[src/rtl/team_12_wb_regif_pkg.sv]
// Register offsets, STATUS bit positions and the STATUS word layout shared
// by the team_12 Wishbone register front-end.
package team_12_regif_pkg;

  localparam logic [3:0] REG_CTRL   = 4'h0;
  localparam logic [3:0] REG_STATUS = 4'h4;
  localparam logic [3:0] REG_TX     = 4'h8;
  localparam logic [3:0] REG_RX     = 4'hC;

  localparam int CTRL_SOFT_CLR = 0;
  localparam int CTRL_IRQ_EN   = 1;

  localparam int STAT_TX_FULL  = 0;
  localparam int STAT_TX_EMPTY = 1;
  localparam int STAT_RX_FULL  = 2;
  localparam int STAT_RX_EMPTY = 3;
  localparam int STAT_TX_OVF   = 4;
  localparam int STAT_RX_UNF   = 5;

  typedef struct packed {
    logic [7:0] rsvd_hi;
    logic [7:0] rx_count;
    logic [7:0] tx_count;
    logic [1:0] rsvd_lo;
    logic       rx_unf;
    logic       tx_ovf;
    logic       rx_empty;
    logic       rx_full;
    logic       tx_empty;
    logic       tx_full;
  } status_t;

endpackage

[src/rtl/team_12_wb_regif_if.sv]
// Wishbone classic slave-side bus bundle; names follow the wrapper's wbs_* pins.
interface team_12_wb_regif_if;
  logic        wbs_cyc_i;
  logic        wbs_stb_i;
  logic        wbs_we_i;
  logic [3:0]  wbs_sel_i;
  logic [31:0] wbs_adr_i;
  logic [31:0] wbs_dat_i;
  logic        wbs_ack_o;
  logic [31:0] wbs_dat_o;

  modport master (
    output wbs_cyc_i, wbs_stb_i, wbs_we_i, wbs_sel_i, wbs_adr_i, wbs_dat_i,
    input  wbs_ack_o, wbs_dat_o
  );

  modport slave (
    input  wbs_cyc_i, wbs_stb_i, wbs_we_i, wbs_sel_i, wbs_adr_i, wbs_dat_i,
    output wbs_ack_o, wbs_dat_o
  );
endinterface

[src/rtl/team_12_sync_fifo.sv]
// Single-clock FIFO with flush; a push while full or pop while empty is ignored,
// and full/empty always reflect the state before this cycle's operations.
module team_12_sync_fifo #(
  parameter int DW    = 16,
  parameter int DEPTH = 4
) (
  input  logic                   clk,
  input  logic                   nrst,
  input  logic                   flush,
  input  logic                   push,
  input  logic                   pop,
  input  logic [DW-1:0]          din,
  output logic [DW-1:0]          dout,
  output logic                   full,
  output logic                   empty,
  output logic [$clog2(DEPTH):0] count
);
  localparam int AW = $clog2(DEPTH);

  logic [DW-1:0] mem [DEPTH];
  logic [AW-1:0] wr_ptr_reg, rd_ptr_reg;
  logic [AW:0]   count_reg;
  logic          do_push, do_pop;

  assign full    = (count_reg == (AW+1)'(DEPTH));
  assign empty   = (count_reg == '0);
  assign count   = count_reg;
  assign dout    = mem[rd_ptr_reg];
  assign do_push = push & ~full & ~flush;
  assign do_pop  = pop & ~empty & ~flush;

  always_ff @(posedge clk) begin
    if (do_push) mem[wr_ptr_reg] <= din;
  end

  // Pointers are AW bits wide so they wrap modulo DEPTH on their own.
  always_ff @(posedge clk or negedge nrst) begin
    if (!nrst) begin
      wr_ptr_reg <= '0;
      rd_ptr_reg <= '0;
      count_reg  <= '0;
    end else if (flush) begin
      wr_ptr_reg <= '0;
      rd_ptr_reg <= '0;
      count_reg  <= '0;
    end else begin
      if (do_push) wr_ptr_reg <= wr_ptr_reg + AW'(1);
      if (do_pop)  rd_ptr_reg <= rd_ptr_reg + AW'(1);
      count_reg <= count_reg + (AW+1)'(do_push) - (AW+1)'(do_pop);
    end
  end
endmodule

[src/rtl/team_12_wb_regif.sv]
// Wishbone classic register window (CTRL/STATUS/TX_DATA/RX_DATA) bridging to core
// TX/RX streams. Define TEAM_12_WB_REGIF_IRQ_EN to add the registered irq_o output.
module team_12_wb_regif
  import team_12_regif_pkg::*;
#(
  parameter logic [31:0] BASE_ADDR  = 32'h3000_0000,
  parameter int          DW         = 16,
  parameter int          FIFO_DEPTH = 4
) (
  input  logic                clk,
  input  logic                nrst,
  team_12_wb_regif_if.slave   wb,
  output logic [31:0]         ctrl_o,
  output logic [DW-1:0]       tx_data_o,
  output logic                tx_valid_o,
  input  logic                tx_ready_i,
  input  logic [DW-1:0]       rx_data_i,
  input  logic                rx_valid_i,
  output logic                rx_ready_o
`ifdef TEAM_12_WB_REGIF_IRQ_EN
  ,
  output logic                irq_o
`endif
);
  localparam int CW = $clog2(FIFO_DEPTH) + 1;

  logic          ack_reg, tx_ovf_reg, rx_unf_reg;
  logic [31:0]   dat_reg, ctrl_reg, rd_data, byte_mask;
  logic          accept, wr, rd, soft_clr, tx_wr, rx_rd, stat_wr;
  logic [3:0]    reg_off;
  logic          tx_full, tx_empty, rx_full, rx_empty;
  logic [CW-1:0] tx_count, rx_count;
  logic [DW-1:0] rx_head;
  status_t       status;

  for (genvar gi = 0; gi < 4; gi++) begin : g_byte_mask
    assign byte_mask[gi*8 +: 8] = {8{wb.wbs_sel_i[gi]}};
  end

  // Holding off while ack is high makes every transfer exactly one accept.
  assign accept   = wb.wbs_cyc_i & wb.wbs_stb_i & ~ack_reg &
                    (wb.wbs_adr_i[31:4] == BASE_ADDR[31:4]);
  assign wr       = accept & wb.wbs_we_i;
  assign rd       = accept & ~wb.wbs_we_i;
  assign reg_off  = {wb.wbs_adr_i[3:2], 2'b00};
  assign soft_clr = wr & (reg_off == REG_CTRL) & wb.wbs_sel_i[0] & wb.wbs_dat_i[CTRL_SOFT_CLR];
  assign stat_wr  = wr & (reg_off == REG_STATUS) & wb.wbs_sel_i[0];
  assign tx_wr    = wr & (reg_off == REG_TX);
  assign rx_rd    = rd & (reg_off == REG_RX);

  team_12_sync_fifo #(.DW(DW), .DEPTH(FIFO_DEPTH)) u_tx_fifo (
    .clk(clk), .nrst(nrst), .flush(soft_clr),
    .push(tx_wr), .pop(tx_ready_i), .din(wb.wbs_dat_i[DW-1:0]),
    .dout(tx_data_o), .full(tx_full), .empty(tx_empty), .count(tx_count)
  );

  team_12_sync_fifo #(.DW(DW), .DEPTH(FIFO_DEPTH)) u_rx_fifo (
    .clk(clk), .nrst(nrst), .flush(soft_clr),
    .push(rx_valid_i & rx_ready_o), .pop(rx_rd), .din(rx_data_i),
    .dout(rx_head), .full(rx_full), .empty(rx_empty), .count(rx_count)
  );

  assign tx_valid_o = ~tx_empty;
  assign rx_ready_o = ~rx_full;
  assign ctrl_o     = ctrl_reg;

  always_comb begin
    status          = '0;
    status.tx_full  = tx_full;
    status.tx_empty = tx_empty;
    status.rx_full  = rx_full;
    status.rx_empty = rx_empty;
    status.tx_ovf   = tx_ovf_reg;
    status.rx_unf   = rx_unf_reg;
    status.tx_count = 8'(tx_count);
    status.rx_count = 8'(rx_count);
  end

  always_comb begin
    rd_data = '0;
    unique case (reg_off)
      REG_CTRL:   rd_data = ctrl_reg;
      REG_STATUS: rd_data = status;
      REG_RX:     rd_data = rx_empty ? 32'h0 : 32'(rx_head);
      default:    rd_data = '0;
    endcase
  end

  always_ff @(posedge clk or negedge nrst) begin
    if (!nrst) begin
      ack_reg    <= 1'b0;
      dat_reg    <= '0;
      ctrl_reg   <= '0;
      tx_ovf_reg <= 1'b0;
      rx_unf_reg <= 1'b0;
    end else begin
      ack_reg <= accept;
      dat_reg <= rd ? rd_data : 32'h0;
      // soft_clr is an action, never stored, so bit0 always reads back 0.
      if (wr && reg_off == REG_CTRL)
        ctrl_reg <= ((ctrl_reg & ~byte_mask) | (wb.wbs_dat_i & byte_mask)) & 32'hFFFF_FFFE;
      if (soft_clr) begin
        tx_ovf_reg <= 1'b0;
        rx_unf_reg <= 1'b0;
      end else begin
        if (tx_wr && tx_full)                          tx_ovf_reg <= 1'b1;
        else if (stat_wr && wb.wbs_dat_i[STAT_TX_OVF]) tx_ovf_reg <= 1'b0;
        if (rx_rd && rx_empty)                         rx_unf_reg <= 1'b1;
        else if (stat_wr && wb.wbs_dat_i[STAT_RX_UNF]) rx_unf_reg <= 1'b0;
      end
    end
  end

  assign wb.wbs_ack_o = ack_reg;
  assign wb.wbs_dat_o = dat_reg;

`ifdef TEAM_12_WB_REGIF_IRQ_EN
  logic irq_reg;
  always_ff @(posedge clk or negedge nrst) begin
    if (!nrst) irq_reg <= 1'b0;
    else       irq_reg <= ctrl_reg[CTRL_IRQ_EN] & (~rx_empty | tx_ovf_reg | rx_unf_reg);
  end
  assign irq_o = irq_reg;
`endif
endmodule

[src/flat_wrapper.sv]
// flat-port wrapper written by rule: the top's interface ports become plain ports
module team_12_wb_regif_flat import team_12_regif_pkg::*;
#(
  parameter logic [31:0] BASE_ADDR  = 32'h3000_0000,
  parameter int          DW         = 16,
  parameter int          FIFO_DEPTH = 4
)
  (clk, nrst, ctrl_o, tx_data_o, tx_valid_o, tx_ready_i, rx_data_i, rx_valid_i, rx_ready_o, wb_wbs_cyc_i, wb_wbs_stb_i, wb_wbs_we_i, wb_wbs_sel_i, wb_wbs_adr_i, wb_wbs_dat_i, wb_wbs_ack_o, wb_wbs_dat_o);
  team_12_wb_regif_if wb_i ();
  input  logic clk;
  input  logic nrst;
  output logic [31:0] ctrl_o;
  output logic [DW-1:0] tx_data_o;
  output logic tx_valid_o;
  input  logic tx_ready_i;
  input  logic [DW-1:0] rx_data_i;
  input  logic rx_valid_i;
  output logic rx_ready_o;
  input wire logic [$bits(wb_i.wbs_cyc_i)-1:0] wb_wbs_cyc_i;
  input wire logic [$bits(wb_i.wbs_stb_i)-1:0] wb_wbs_stb_i;
  input wire logic [$bits(wb_i.wbs_we_i)-1:0] wb_wbs_we_i;
  input wire logic [$bits(wb_i.wbs_sel_i)-1:0] wb_wbs_sel_i;
  input wire logic [$bits(wb_i.wbs_adr_i)-1:0] wb_wbs_adr_i;
  input wire logic [$bits(wb_i.wbs_dat_i)-1:0] wb_wbs_dat_i;
  output wire logic [$bits(wb_i.wbs_ack_o)-1:0] wb_wbs_ack_o;
  output wire logic [$bits(wb_i.wbs_dat_o)-1:0] wb_wbs_dat_o;
  assign wb_i.wbs_cyc_i = wb_wbs_cyc_i;
  assign wb_i.wbs_stb_i = wb_wbs_stb_i;
  assign wb_i.wbs_we_i = wb_wbs_we_i;
  assign wb_i.wbs_sel_i = wb_wbs_sel_i;
  assign wb_i.wbs_adr_i = wb_wbs_adr_i;
  assign wb_i.wbs_dat_i = wb_wbs_dat_i;
  assign wb_wbs_ack_o = wb_i.wbs_ack_o;
  assign wb_wbs_dat_o = wb_i.wbs_dat_o;
  team_12_wb_regif #(.BASE_ADDR(BASE_ADDR), .DW(DW), .FIFO_DEPTH(FIFO_DEPTH)) u_core (.clk(clk), .nrst(nrst), .wb(wb_i), .ctrl_o(ctrl_o), .tx_data_o(tx_data_o), .tx_valid_o(tx_valid_o), .tx_ready_i(tx_ready_i), .rx_data_i(rx_data_i), .rx_valid_i(rx_valid_i), .rx_ready_o(rx_ready_o));
endmodule
[config.mk]
export PLATFORM = sky130hd
export DESIGN_NAME = team_12_wb_regif_flat
export DESIGN_NICKNAME = d
export VERILOG_FILES = /design/src/rtl/team_12_wb_regif_pkg.sv /design/src/rtl/team_12_wb_regif_if.sv /design/src/rtl/team_12_sync_fifo.sv /design/src/rtl/team_12_wb_regif.sv /design/src/flat_wrapper.sv
export SDC_FILE = /design/constraint.sdc
export NUM_CORES = 1
export LEC_CHECK = 0
export CORE_UTILIZATION = 46
export CTS_CLUSTER_DIAMETER = 150
export DETAILED_ROUTE_END_ITERATION = 8
export GPL_ROUTABILITY_DRIVEN = 1
export PLACE_DENSITY_LB_ADDON = 0.12
export SETUP_SLACK_MARGIN = 0.05
export SKIP_LAST_GASP = 1
export SLEW_MARGIN = 20
export SYNTH_ARGS = -nofsm -noshare
export SYNTH_HDL_FRONTEND = slang
export SYNTH_HIERARCHICAL = 1
export SYNTH_SLANG_ARGS = --single-unit
[constraint.sdc]
create_clock -name clk -period 2.8 [get_ports clk]
set_input_delay 0.56 -clock clk [delete_from_list [all_inputs] [get_ports clk]]
set_output_delay 0.56 -clock clk [all_outputs]
set_load 0.02 [all_outputs]
==> results.cfg <==
[routing]
wl_per_cell_um = 19.21
vias = 5014
route.detailed.drc = 0
drtPass1Iterations = 5
routed_wl_um = 18400
via_per_inst = 5.234
antenna_left = 0
drtIter0Drc = 229

[worst_setup_path]
cp-end-kind = flop
critPathBufInv = 5
critPathLaunch = wb_wbs_adr_i[10]
worstSetupStartpointType = primary input
cp_slowest_cell = clkdlybuf4s50_1
crit_type = primary input to flop
critPathArrivalTime_ps = 3060
reg2reg_from = u_core/wb.wbs_ack_o$_DFF_PN0_
path_cells = clkdlybuf4s50_1 > nor4_4 > nand4_4 > buf_6 > nor4_4 > buf_4 > nor2_2 > ha_1 > inv_2 > ha_4 > inv_2 > fa_2 > xnor2_2 > nor2_1
crit_required_ps = 3180
crit_fanout = 5
cp_top_family = buffers and inverters
max_stage_delay_ps = 450

[timing]
finalHoldViolations = 0
setup-violations-final = 0
tightest_slew_ps = 737.1
rsz0062_at_grt = true
post-route-period-util_pct = 95.60
maxSlewViolCount = 0
max-slew-margin-rel_pct = 50.86
skew_ps = 9.861
fin_ws_ps = 123.3
layout_min_cycle_time_ps = 2677
fin_setup_tns_ps = 0
fmax_mhz = 373.6

[logic_synthesis]
synth_seq_area_share_pct = 68.70
ys_warn_count = 6
synth_top_area_share_pct = 45.17
synth_nets = 595
syn-cell-area_um2 = 8509
synthArstFlopShare_pct = 38.46
synth-edff-count = 128
synth.area.top_cells = edfxtp_1 45%, dfrtp_1 24%, mux4_2 4.8%
synth_flop_cell = edfxtp_1
synth_cell_types = 44
syn_inst = 490
syn_avg_cell_area_um2 = 17.37
ys_seq_elements = 208
synth_largest_area_cell = edfxtp_1

[finish]
n_antenna_cell = 0
postLayoutCellArea_um2 = 11730
num-nets-final = 818
drive_above_1_share_pct = 24.28
syn_to_final_growth_pct = 37.80

[clocking]
insertion_delay_ps = 490
cts_tree = yes
clockBufferDepth = 3
htreeDepth = 1
clkTransAtPathRegs_ps = 60
ctsHoldBuffers = 0
clock_sinks = 208
clockRootBuffer = clkbuf_16
numCtsBuffers = 22

[grt]
antenna_found_initial = 0
grt_pass1_vias = 5341
grt_max_degree = 81
globalRouteTotalUtil_pct = 19.99
grt_pass1_wl_um = 29720
grt_overflow = 0

[floorplanning]
io_pins = 174
rows = 49
core_area_um2 = 18020
die-area_um2 = 19050
die_h_um = 138.0
fp.dieW_um = 138.0
start_util_pct = 47.21

[pwr]
p_seq_share_pct = 48.9
p_leak_nw = 4.635
pwr-share-clk_pct = 39.9
p_sw_share_pct = 22.93
p_switching_mw = 1.692
intPower_mw = 5.688
combPwrFrac_pct = 11.2
vdd_drop_max_uv = 623.7
p_per_area_nw_per_um2 = 629.4

[placement]
place_ws_ps = -626.3
dpl-instance-area_um2 = 10860
place_congestion = 0.7940
hpwl_um = 12790
portBuffers = 170

[run]
drv_cap = 0

[status]
status = completed

[hold_path]
hp-class = primary input to async pin
worst paths after layout:
check,endpoint,slack (ps),cells past startpoint
worst max-delay path,u_core/u_tx_fifo/count[2]$_DFF_PN0_,120,14
worst min-delay path,async pin,90,1
worst max register to register,u_core/u_tx_fifo/count[2]$_DFF_PN0_,140,13
min in group clk,flop,520,1
worst min register to register,flop,520,1
max in group asynchronous,u_core/wb.wbs_dat_o[7]$_DFF_PN0_,2200,1
stage by stage:
stage	power (mW)	utilization (%)	hold slack, ps	instances
after detailed placement	4.492	60.25	506.7	908
final	7.381	65.06	91.74	958
after floorplan	4.038	-	264.4	490
after global placement	4.442	60.25	495.5	908
after global routing	7.676	65.06	141.5	958
after CTS	7.444	64.70	274.2	954
per-layer routing:
| layer | part of all wire (%) | GRT usage [%] | vias to the layer above |
|---|---|---|---|
| li1 | - | - | 2317 |
| met1 | 42 | 25.66 | 2544 |
| met2 | 52 | 35.08 | 121 |
| met3 | 3.8 | 3.221 | 32 |
| met4 | 2.5 | 5.726 | 0 |
| met5 | 0 | 0 | - |
synthesized netlist by cell type (all sizes together), types with 6 or more instances:
master  instances
ha             12
xor2            6
nor2           37
clkbuf         14
nor4           11
edfxtp        128
and2            8
dfrtp          80
and3           15
a31oi           7
buf            11
nor3            9
inv            21
a32oi           7
mux4           32
mux2i          13
mux2           31
area by class of cell:
type | instances | area, um2
repair buffers | 224 | 2165
fillers | 1288 | 6299
well taps | 229 | 286.5
clock buffers | 23 | 575.6
inverters | 21 | 78.83
clock inverters | 17 | 177.7
multi-input cells | 236 | 2597
flip-flops and latches | 208 | 5846
cell families (layout without fill, tap and decap cells):
kind of cell	count (synthesis)	in the layout	synth area share, %
DFF	208	208	68.70
and+or+nand+nor	109	109	8.351
muxes	76	76	14.72
buffers and inverters	46	285	2.823
AOI/OAI and AO/OA	28	28	2.309
adders and majority gates	14	14	2.235
xor gates and xnor gates	8	8	0.8234
other	1	1	0.04407
cell usage in the layout, fill, tap and decap left out, types with 5 or more instances in the layout:
cell	synthesis	final
or3_1	5	5
clkbuf_16	0	23
clkdlybuf4s50_1	0	125
buf_4	2	40
mux4_1	14	14
mux2i_1	13	13
ha_1	12	11
buf_12	2	9
nor4_4	6	11
a31oi_1	7	7
nor2_1	37	36
a32oi_1	7	7
clkinvlp_4	0	5
and3_1	15	14
xor2_1	6	6
clkbuf_2	0	7
edfxtp_1	128	128
dfrtp_1	80	80
and2_1	8	8
mux2_2	30	30
mux4_2	18	18
nor3_1	9	5
inv_1	21	18
buf_6	3	6
clkinv_1	0	5
dlygate4sd2_1	0	34
timing repair:
item | CTS | global route
gates resized for setup | 54 | 28
pin swaps | 18 | 17
endpoints found under the setup margin | 20 | 4
buffers inserted | 6 | 4
power by group through the flow:
stage | registers, mW | logic [mW] | clock network, mW
2_1_floorplan | 3.64 | 0.396 | 0
3_3_place_gp | 3.65 | 0.789 | 0
3_5_place_dp | 3.67 | 0.824 | 0
4_1_cts | 3.61 | 0.816 | 3.02
5_1_grt | 3.63 | 0.910 | 3.14
6_report | 3.61 | 0.824 | 2.95
Note: power is estimated with default switching activity, not from simulation.
